$ cat src/rtl/add_seq_pkg.sv
// Shared types for the digit-serial adder/subtractor.
//   op_e    : operation encoding carried on the request bus
//   state_e : control FSM states of add_sub_seq
package add_seq_pkg;

  typedef enum logic [1:0] {
    OP_ADD  = 2'b00,
    OP_SUB  = 2'b01,
    OP_MADD = 2'b10,
    OP_MSUB = 2'b11
  } op_e;

  typedef enum logic [1:0] {
    IDLE  = 2'b00,
    PASS1 = 2'b01,
    PASS2 = 2'b10,
    DONE  = 2'b11
  } state_e;

  // First pass computes a + ~b + 1 for both subtract flavours.
  function automatic logic is_sub_op(op_e op);
    return (op == OP_SUB) || (op == OP_MSUB);
  endfunction

endpackage

$ cat src/rtl/add_sub_seq_if.sv
// Request/response bus of add_sub_seq.
//   in_valid/in_ready   : operand handshake (op, a, b, m)
//   out_valid/out_ready : result handshake (result, cout)
// master drives requests and accepts results; slave is the arithmetic block.
interface add_sub_seq_if #(
  parameter int unsigned N = 256
);
  logic              in_valid;
  logic              in_ready;
  add_seq_pkg::op_e  op;
  logic [N-1:0]      a;
  logic [N-1:0]      b;
  logic [N-1:0]      m;
  logic              out_valid;
  logic              out_ready;
  logic [N-1:0]      result;
  logic              cout;

  modport master (
    output in_valid, op, a, b, m, out_ready,
    input  in_ready, out_valid, result, cout
  );

  modport slave (
    input  in_valid, op, a, b, m, out_ready,
    output in_ready, out_valid, result, cout
  );
endinterface

$ cat src/rtl/digit_adder.sv
// Combinational W-bit adder: {cout_o, sum_o} = a_i + b_i + cin_i.
//   a_i, b_i : W-bit addends
//   cin_i    : carry in
//   sum_o    : W-bit sum
//   cout_o   : carry out
module digit_adder #(
  parameter int unsigned W = 64
) (
  input  logic [W-1:0] a_i,
  input  logic [W-1:0] b_i,
  input  logic         cin_i,
  output logic [W-1:0] sum_o,
  output logic         cout_o
);
  assign {cout_o, sum_o} = {1'b0, a_i} + {1'b0, b_i} + {{W{1'b0}}, cin_i};
endmodule

$ cat src/rtl/add_sub_seq.sv
// Digit-serial N-bit adder/subtractor with optional modular correction.
// One W-bit carry chain processes the operands LSB digit first; modular ops
// take a second pass over the first-pass sum to apply the correction.
//   clk, rst : clock and asynchronous active-high reset
//   bus      : request (in_valid/in_ready, op, a, b, m) and
//              response (out_valid/out_ready, result, cout)
module add_sub_seq
  import add_seq_pkg::*;
#(
  parameter int unsigned N = 256,
  parameter int unsigned W = 64
) (
  input logic          clk,
  input logic          rst,
  add_sub_seq_if.slave bus
);

  localparam int unsigned D    = N / W;
  localparam int unsigned CntW = (D > 1) ? $clog2(D) : 1;

  state_e         state_q, state_d;
  op_e            op_q, op_d;
  logic [N-1:0]   a_q, a_d, b_q, b_d, m_q, m_d;
  logic [N-1:0]   s_q, s_d, t_q, t_d;
  logic [N-1:0]   result_q, result_d;
  logic [CntW-1:0] cnt_q, cnt_d;
  logic           carry_q, carry_d;
  logic           c1_q, c1_d;
  logic           cout_q, cout_d;

  logic [W-1:0]   dig_a, dig_b, dig_sum;
  logic           dig_cin, dig_cout;
  logic           first_dig, last_dig, corr;
  logic [N-1:0]   dig_top, s_in, s_rot, t_in;

  assign first_dig = (cnt_q == '0);
  assign last_dig  = (cnt_q == CntW'(D - 1));

  // Operand muxes in front of the single shared carry chain.
  always_comb begin
    if (state_q == PASS2) begin
      dig_a   = s_q[W-1:0];
      dig_b   = (op_q == OP_MADD) ? ~m_q[W-1:0] : m_q[W-1:0];
      dig_cin = first_dig ? (op_q == OP_MADD) : carry_q;
    end else begin
      dig_a   = a_q[W-1:0];
      dig_b   = is_sub_op(op_q) ? ~b_q[W-1:0] : b_q[W-1:0];
      dig_cin = first_dig ? is_sub_op(op_q) : carry_q;
    end
  end

  digit_adder #(
    .W (W)
  ) u_digit_adder (
    .a_i    (dig_a),
    .b_i    (dig_b),
    .cin_i  (dig_cin),
    .sum_o  (dig_sum),
    .cout_o (dig_cout)
  );

  // New digit enters at the top; after D shifts the register is LSB-aligned.
  // Shifting by W == N yields zero, so D = 1 needs no special case.
  assign dig_top = N'(dig_sum) << (N - W);
  assign s_in    = (s_q >> W) | dig_top;
  assign t_in    = (t_q >> W) | dig_top;
  // s is rotated during PASS2 so it is intact again for the modadd select.
  assign s_rot   = (s_q >> W) | (N'(s_q[W-1:0]) << (N - W));

  always_comb begin
    state_d  = state_q;
    op_d     = op_q;
    a_d      = a_q;
    b_d      = b_q;
    m_d      = m_q;
    s_d      = s_q;
    t_d      = t_q;
    cnt_d    = cnt_q;
    carry_d  = carry_q;
    c1_d     = c1_q;
    result_d = result_q;
    cout_d   = cout_q;
    corr     = 1'b0;

    unique case (state_q)
      IDLE: begin
        if (bus.in_valid) begin
          op_d    = bus.op;
          a_d     = bus.a;
          b_d     = bus.b;
          m_d     = bus.m;
          cnt_d   = '0;
          carry_d = 1'b0;
          state_d = PASS1;
        end
      end

      PASS1: begin
        a_d     = a_q >> W;
        b_d     = b_q >> W;
        s_d     = s_in;
        carry_d = dig_cout;
        cnt_d   = cnt_q + 1'b1;
        if (last_dig) begin
          cnt_d   = '0;
          carry_d = 1'b0;
          c1_d    = dig_cout;
          unique case (op_q)
            OP_ADD, OP_SUB: begin
              result_d = s_in;
              cout_d   = dig_cout;
              state_d  = DONE;
            end
            OP_MADD: state_d = PASS2;
            OP_MSUB: begin
              // Borrow means a < b: add m back in the second pass.
              if (!dig_cout) begin
                state_d = PASS2;
              end else begin
                result_d = s_in;
                cout_d   = 1'b0;
                state_d  = DONE;
              end
            end
            default: state_d = IDLE;
          endcase
        end
      end

      PASS2: begin
        s_d     = s_rot;
        m_d     = m_q >> W;
        t_d     = t_in;
        carry_d = dig_cout;
        cnt_d   = cnt_q + 1'b1;
        if (last_dig) begin
          cnt_d   = '0;
          carry_d = 1'b0;
          state_d = DONE;
          if (op_q == OP_MADD) begin
            // Subtract m when a + b overflowed N bits or landed at/above m.
            corr     = c1_q | dig_cout;
            result_d = corr ? t_in : s_rot;
            cout_d   = corr;
          end else begin
            result_d = t_in;
            cout_d   = 1'b1;
          end
        end
      end

      DONE: begin
        if (bus.out_ready) begin
          state_d = IDLE;
        end
      end

      default: state_d = IDLE;
    endcase
  end

  always_ff @(posedge clk or posedge rst) begin
    if (rst) begin
      state_q  <= IDLE;
      op_q     <= OP_ADD;
      a_q      <= '0;
      b_q      <= '0;
      m_q      <= '0;
      s_q      <= '0;
      t_q      <= '0;
      cnt_q    <= '0;
      carry_q  <= 1'b0;
      c1_q     <= 1'b0;
      result_q <= '0;
      cout_q   <= 1'b0;
    end else begin
      state_q  <= state_d;
      op_q     <= op_d;
      a_q      <= a_d;
      b_q      <= b_d;
      m_q      <= m_d;
      s_q      <= s_d;
      t_q      <= t_d;
      cnt_q    <= cnt_d;
      carry_q  <= carry_d;
      c1_q     <= c1_d;
      result_q <= result_d;
      cout_q   <= cout_d;
    end
  end

  assign bus.in_ready  = (state_q == IDLE);
  assign bus.out_valid = (state_q == DONE);
  assign bus.result    = result_q;
  assign bus.cout      = cout_q;

endmodule

$ cat src/flat_wrapper.sv
// flat-port wrapper written by rule: the top's interface ports become plain ports
module add_sub_seq_flat import add_seq_pkg::*;
#(
  parameter int unsigned N = 256,
  parameter int unsigned W = 64
)
  (clk, rst, bus_in_valid, bus_op, bus_a, bus_b, bus_m, bus_out_ready, bus_in_ready, bus_out_valid, bus_result, bus_cout);
  add_sub_seq_if #(.N(N)) bus_i ();
  input logic clk;
  input logic rst;
  input wire logic [$bits(bus_i.in_valid)-1:0] bus_in_valid;
  input wire logic [$bits(bus_i.op)-1:0] bus_op;
  input wire logic [$bits(bus_i.a)-1:0] bus_a;
  input wire logic [$bits(bus_i.b)-1:0] bus_b;
  input wire logic [$bits(bus_i.m)-1:0] bus_m;
  input wire logic [$bits(bus_i.out_ready)-1:0] bus_out_ready;
  output wire logic [$bits(bus_i.in_ready)-1:0] bus_in_ready;
  output wire logic [$bits(bus_i.out_valid)-1:0] bus_out_valid;
  output wire logic [$bits(bus_i.result)-1:0] bus_result;
  output wire logic [$bits(bus_i.cout)-1:0] bus_cout;
  assign bus_i.in_valid = bus_in_valid;
  assign bus_i.op = bus_op;
  assign bus_i.a = bus_a;
  assign bus_i.b = bus_b;
  assign bus_i.m = bus_m;
  assign bus_i.out_ready = bus_out_ready;
  assign bus_in_ready = bus_i.in_ready;
  assign bus_out_valid = bus_i.out_valid;
  assign bus_result = bus_i.result;
  assign bus_cout = bus_i.cout;
  add_sub_seq #(.N(N), .W(W)) u_core (.clk(clk), .rst(rst), .bus(bus_i));
endmodule
$ cat config.mk
export PLATFORM = sky130hd
export DESIGN_NAME = add_sub_seq_flat
export DESIGN_NICKNAME = d
export VERILOG_FILES = /design/src/rtl/add_seq_pkg.sv /design/src/rtl/add_sub_seq_if.sv /design/src/rtl/digit_adder.sv /design/src/rtl/add_sub_seq.sv /design/src/flat_wrapper.sv
export SDC_FILE = /design/constraint.sdc
export NUM_CORES = 2
export LEC_CHECK = 0
export ABC_AREA = 1
export CAP_MARGIN = 5
export CORE_UTILIZATION = 35
export DETAILED_ROUTE_END_ITERATION = 16
export GPL_ROUTABILITY_DRIVEN = 0
export MAX_ROUTING_LAYER = met4
export PLACE_DENSITY = 0.57
export SLEW_MARGIN = 20
export SYNTH_ARGS = -nofsm -noshare
export SYNTH_HDL_FRONTEND = slang
export SYNTH_SLANG_ARGS = --single-unit
$ cat constraint.sdc
create_clock -name clk -period 67.4 [get_ports clk]
set_input_delay 20.22 -clock clk [delete_from_list [all_inputs] [get_ports clk]]
set_output_delay 20.22 -clock clk [all_outputs]
set_load 0.05 [all_outputs]
==> summary.md <==
| Metric | Value |
|---|---|
| Outcome | `finished, final reports clean` |
| Worst EP required | `68.15 ns` |
| CTS Hold Bufs | `0` |
| Synthesized cell area | `0.0735 mm²` |
| Layout cells sized above 1 | `0.0365` |
| TritonCTS clock tree | `done` |
| I/O pin total | `1,033` |
| Reg2Reg Depth | `23` |
| Synth cell types | `39` |
| Final count of hold timing violations | `0` |
| Top_reg_cell synth | `dfrtp_1` |
| Clock slew seen by the registers of the worst setup and hold paths | `0.06 ns` |
| H-tree Lvls | `4` |
| Routed wire per std cell | `22.3 µm` |
| Horiz. Die Dim | `460 µm` |
| Maximum root-to-sink buffer count | `3` |
| Rows | `167` |
| Max-Cap Viols | `0` |
| Post-synth EDFFs | `0` |
| Fmax | `39.5 MHz` |
| Area growth, synth to finish | `24.5%` |
| Post-CTS sizing | `0` |
| Area leader, netlist | `dfrtp_1` |
| Slew margin rel. | `0.220` |
| CP max-delay cell | `buf_4` |
| Routed WL | `296 mm` |
| Die Y | `460 µm` |
| Most frequent CP cell | `buf_4` |
| Clk sink count | `1,481` |
| DR vias/cell | `5.05` |
| Post-Syn Nets | `10,439` |
| WHS Path Cells | `2` |
| PortBufs | `1,032` |
| DR pass1 iterations | `8` |
| First-pass GRT wire length | `430 mm` |
| Slowest stage delay, CP | `0.93 ns` |
| Levels on crit path | `10` |
| Largest net degree at the start of global routing | `276` |
| Via count | `66,974` |
| Ys async rst share | `1.00` |
| Tcrit/Tclk final | `0.376` |
| Final #Nets | `11,107` |
| Kind of critical path | `in2reg` |
| Post-Syn Area per Cell | `7.66 µm²` |
| Startpoint Class | `input pin` |
| Total die area | `0.212 mm²` |
| Initial DRC count | `6,430` |
| GRT Total Usage | `0.283` |
| Crit end category | `register` |
| Antenna violations before repair | `112` |
| Slew @ Worst Pin | `1.17 ns` |
| Clock Latency Late Sink | `0.86 ns` |
| Worst-case clock skew | `0.0429 ns` |
| Cell Chain, Critical Path | `clkdlybuf4s50_1, nand2_1, o21ai_4, buf_12, buf_4, buf_4, buf_4, buf_4, o211ai_1, o21ai_0` |
| Remaining antenna violation count after routing | `0` |
| WP buf/inv | `6` |
| Max-slew violation count | `0` |
| Cells after Synth | `9,594` |
| Final setup TNS | `0 ns` |
| RSZ-0062 raised after global routing | `no` |
| Post-route DRC violation count | `0` |
| Clk root buf | `clkbuf_16` |
| Tmin final | `25.31 ns` |
| Vias in the first global route | `63,659` |
| Initial Utilization | `0.354` |
| Setup Fix Bufs, Post-CTS | `0` |
| GRT overflow | `0` |
| YS warnings | `0` |
| Yosys top cell area share | `0.504` |
| Sequential area share after synthesis | `0.504` |
| Top delay family on crit path | `buffers and inverters` |
| Worst Hold Class | `reg2reg` |
| Setup violators final | `0` |
| Worst Path Max Fanout | `275` |
| DP Wirelength | `218 mm` |
| Synth Register Bits | `1,481` |
| Num CTS Buffers | `167` |
| Largest cells by area after synthesis | `dfrtp_1 50%, nand2_1 16%, o21ai_0 7.6%` |
| Crit path arrival time | `26.06 ns` |
| Core footprint | `0.208 mm²` |
==> synth_stat cells, drive strengths merged (13+ instances only) <==
library cell,number
nand3,594
ha,69
xor2,24
clkbuf,428
dfrtp,1481
inv,1351
nor2,373
a21oi,132
nand3b,29
a32oi,46
nor3,19
o211ai,405
a22oi,13
buf,187
nand2,3085
a31oi,203
o21ai,1114
==> tightest hold or removal path: stages, from the launching register on <==
cell,delay [ns]
dfrtp_1,0.34
nand2_1,0.05
o21ai_0,0.06
==> layout make-up <==
| type | count | area [µm²] |
|---|---|---|
| Timing Repair Buffer | 1114 | 11100 |
| Tap cell | 2788 | 3490 |
| Clock inverter | 47 | 712 |
| Inverter | 1354 | 5120 |
| Antenna cell | 86 | 215 |
| Fill cell | 20913 | 116000 |
| Multi-Input combinational cell | 6144 | 28900 |
| Clock buffer | 259 | 5020 |
| Sequential cell | 1481 | 37100 |
==> metrics by stage <==
stage          std cells  worst slack [ns]   util  hold slack (ns)  area, µm²
6_report           13273             42.09  0.440            0.464      91500
5_1_grt            13265             41.60  0.440            0.488      91500
4_1_cts            13186             42.21  0.439            0.471      91300
3_5_place_dp       12880             41.31  0.411            0.465      85500
3_3_place_gp       12880             41.38  0.411            0.457      85500
2_1_floorplan       9594              5.41      -            0.453      73500
==> flip-flops by register name (all words and copies together), names as in the netlist <==
| name | flops |
|---|---|
| u_core.a_q | 256 |
| u_core.b_q | 256 |
| u_core.bus.result | 256 |
| u_core.m_q | 256 |
| u_core.s_q | 256 |
| u_core.t_q | 192 |
| u_core.cnt_q | 2 |
| u_core.op_q | 2 |
| u_core.state_q | 2 |
| u_core.bus.cout | 1 |
| u_core.c1_q | 1 |
| u_core.carry_q | 1 |
==> per-layer routing <==
metal  wire length [µm]  up-vias  GRT usage
met5                  0        -          -
met4               9300        0     0.0966
met3              19600      382     0.0505
met2             140000     2406      0.445
met1             127000    32192      0.367
li1                   -    31994          -
==> worst paths after layout <==
| kind | from | endpoint | slack, ns |
|---|---|---|---|
| worst max register to register | u_core.state_q[0]$_DFFE_PP0P_ | u_core.bus.result[153]$_DFFE_PP0P_ | 58.15 |
| worst max-delay path | bus_in_valid | u_core.a_q[5]$_DFFE_PP0P_ | 42.09 |
| worst min register to register | u_core.s_q[174]$_DFFE_PP0P_ | u_core.s_q[110]$_DFFE_PP0P_ | 0.46 |
| min in group asynchronous | rst | u_core.t_q[207]$_DFFE_PP0P_ | 19.97 |
| worst min-delay path | u_core.s_q[174]$_DFFE_PP0P_ | u_core.s_q[110]$_DFFE_PP0P_ | 0.46 |
| max in group asynchronous | rst | u_core.b_q[113]$_DFFE_PP0P_ | 42.40 |
==> cells in the final DEF (no fill, tap or decap), drive strengths merged, types with 29 or more instances in the layout <==
cell type,n
a21oi,132
a31oi,203
a32oi,46
buf,82
clkbuf,259
clkdlybuf4s50,1032
dfrtp,1481
diode,86
ha,69
inv,1361
nand2,3085
nand3,594
nand3b,29
nor2,373
o211ai,405
o21ai,1114
==> cell families after synthesis <==
logic type | count (synthesis) | synth area share
AOI/OAI and AO/OA | 1920 | 0.151
xor gates and xnor gates | 32 | 0.00381
adders and majority gates | 71 | 0.0123
buffers and inverters | 1969 | 0.105
DFF | 1481 | 0.504
and+or+nand+nor | 4121 | 0.224
Power is left out: the tool's default activity adds up to more than one toggle a clock period on the data nets, which glitch-free logic cannot reach.
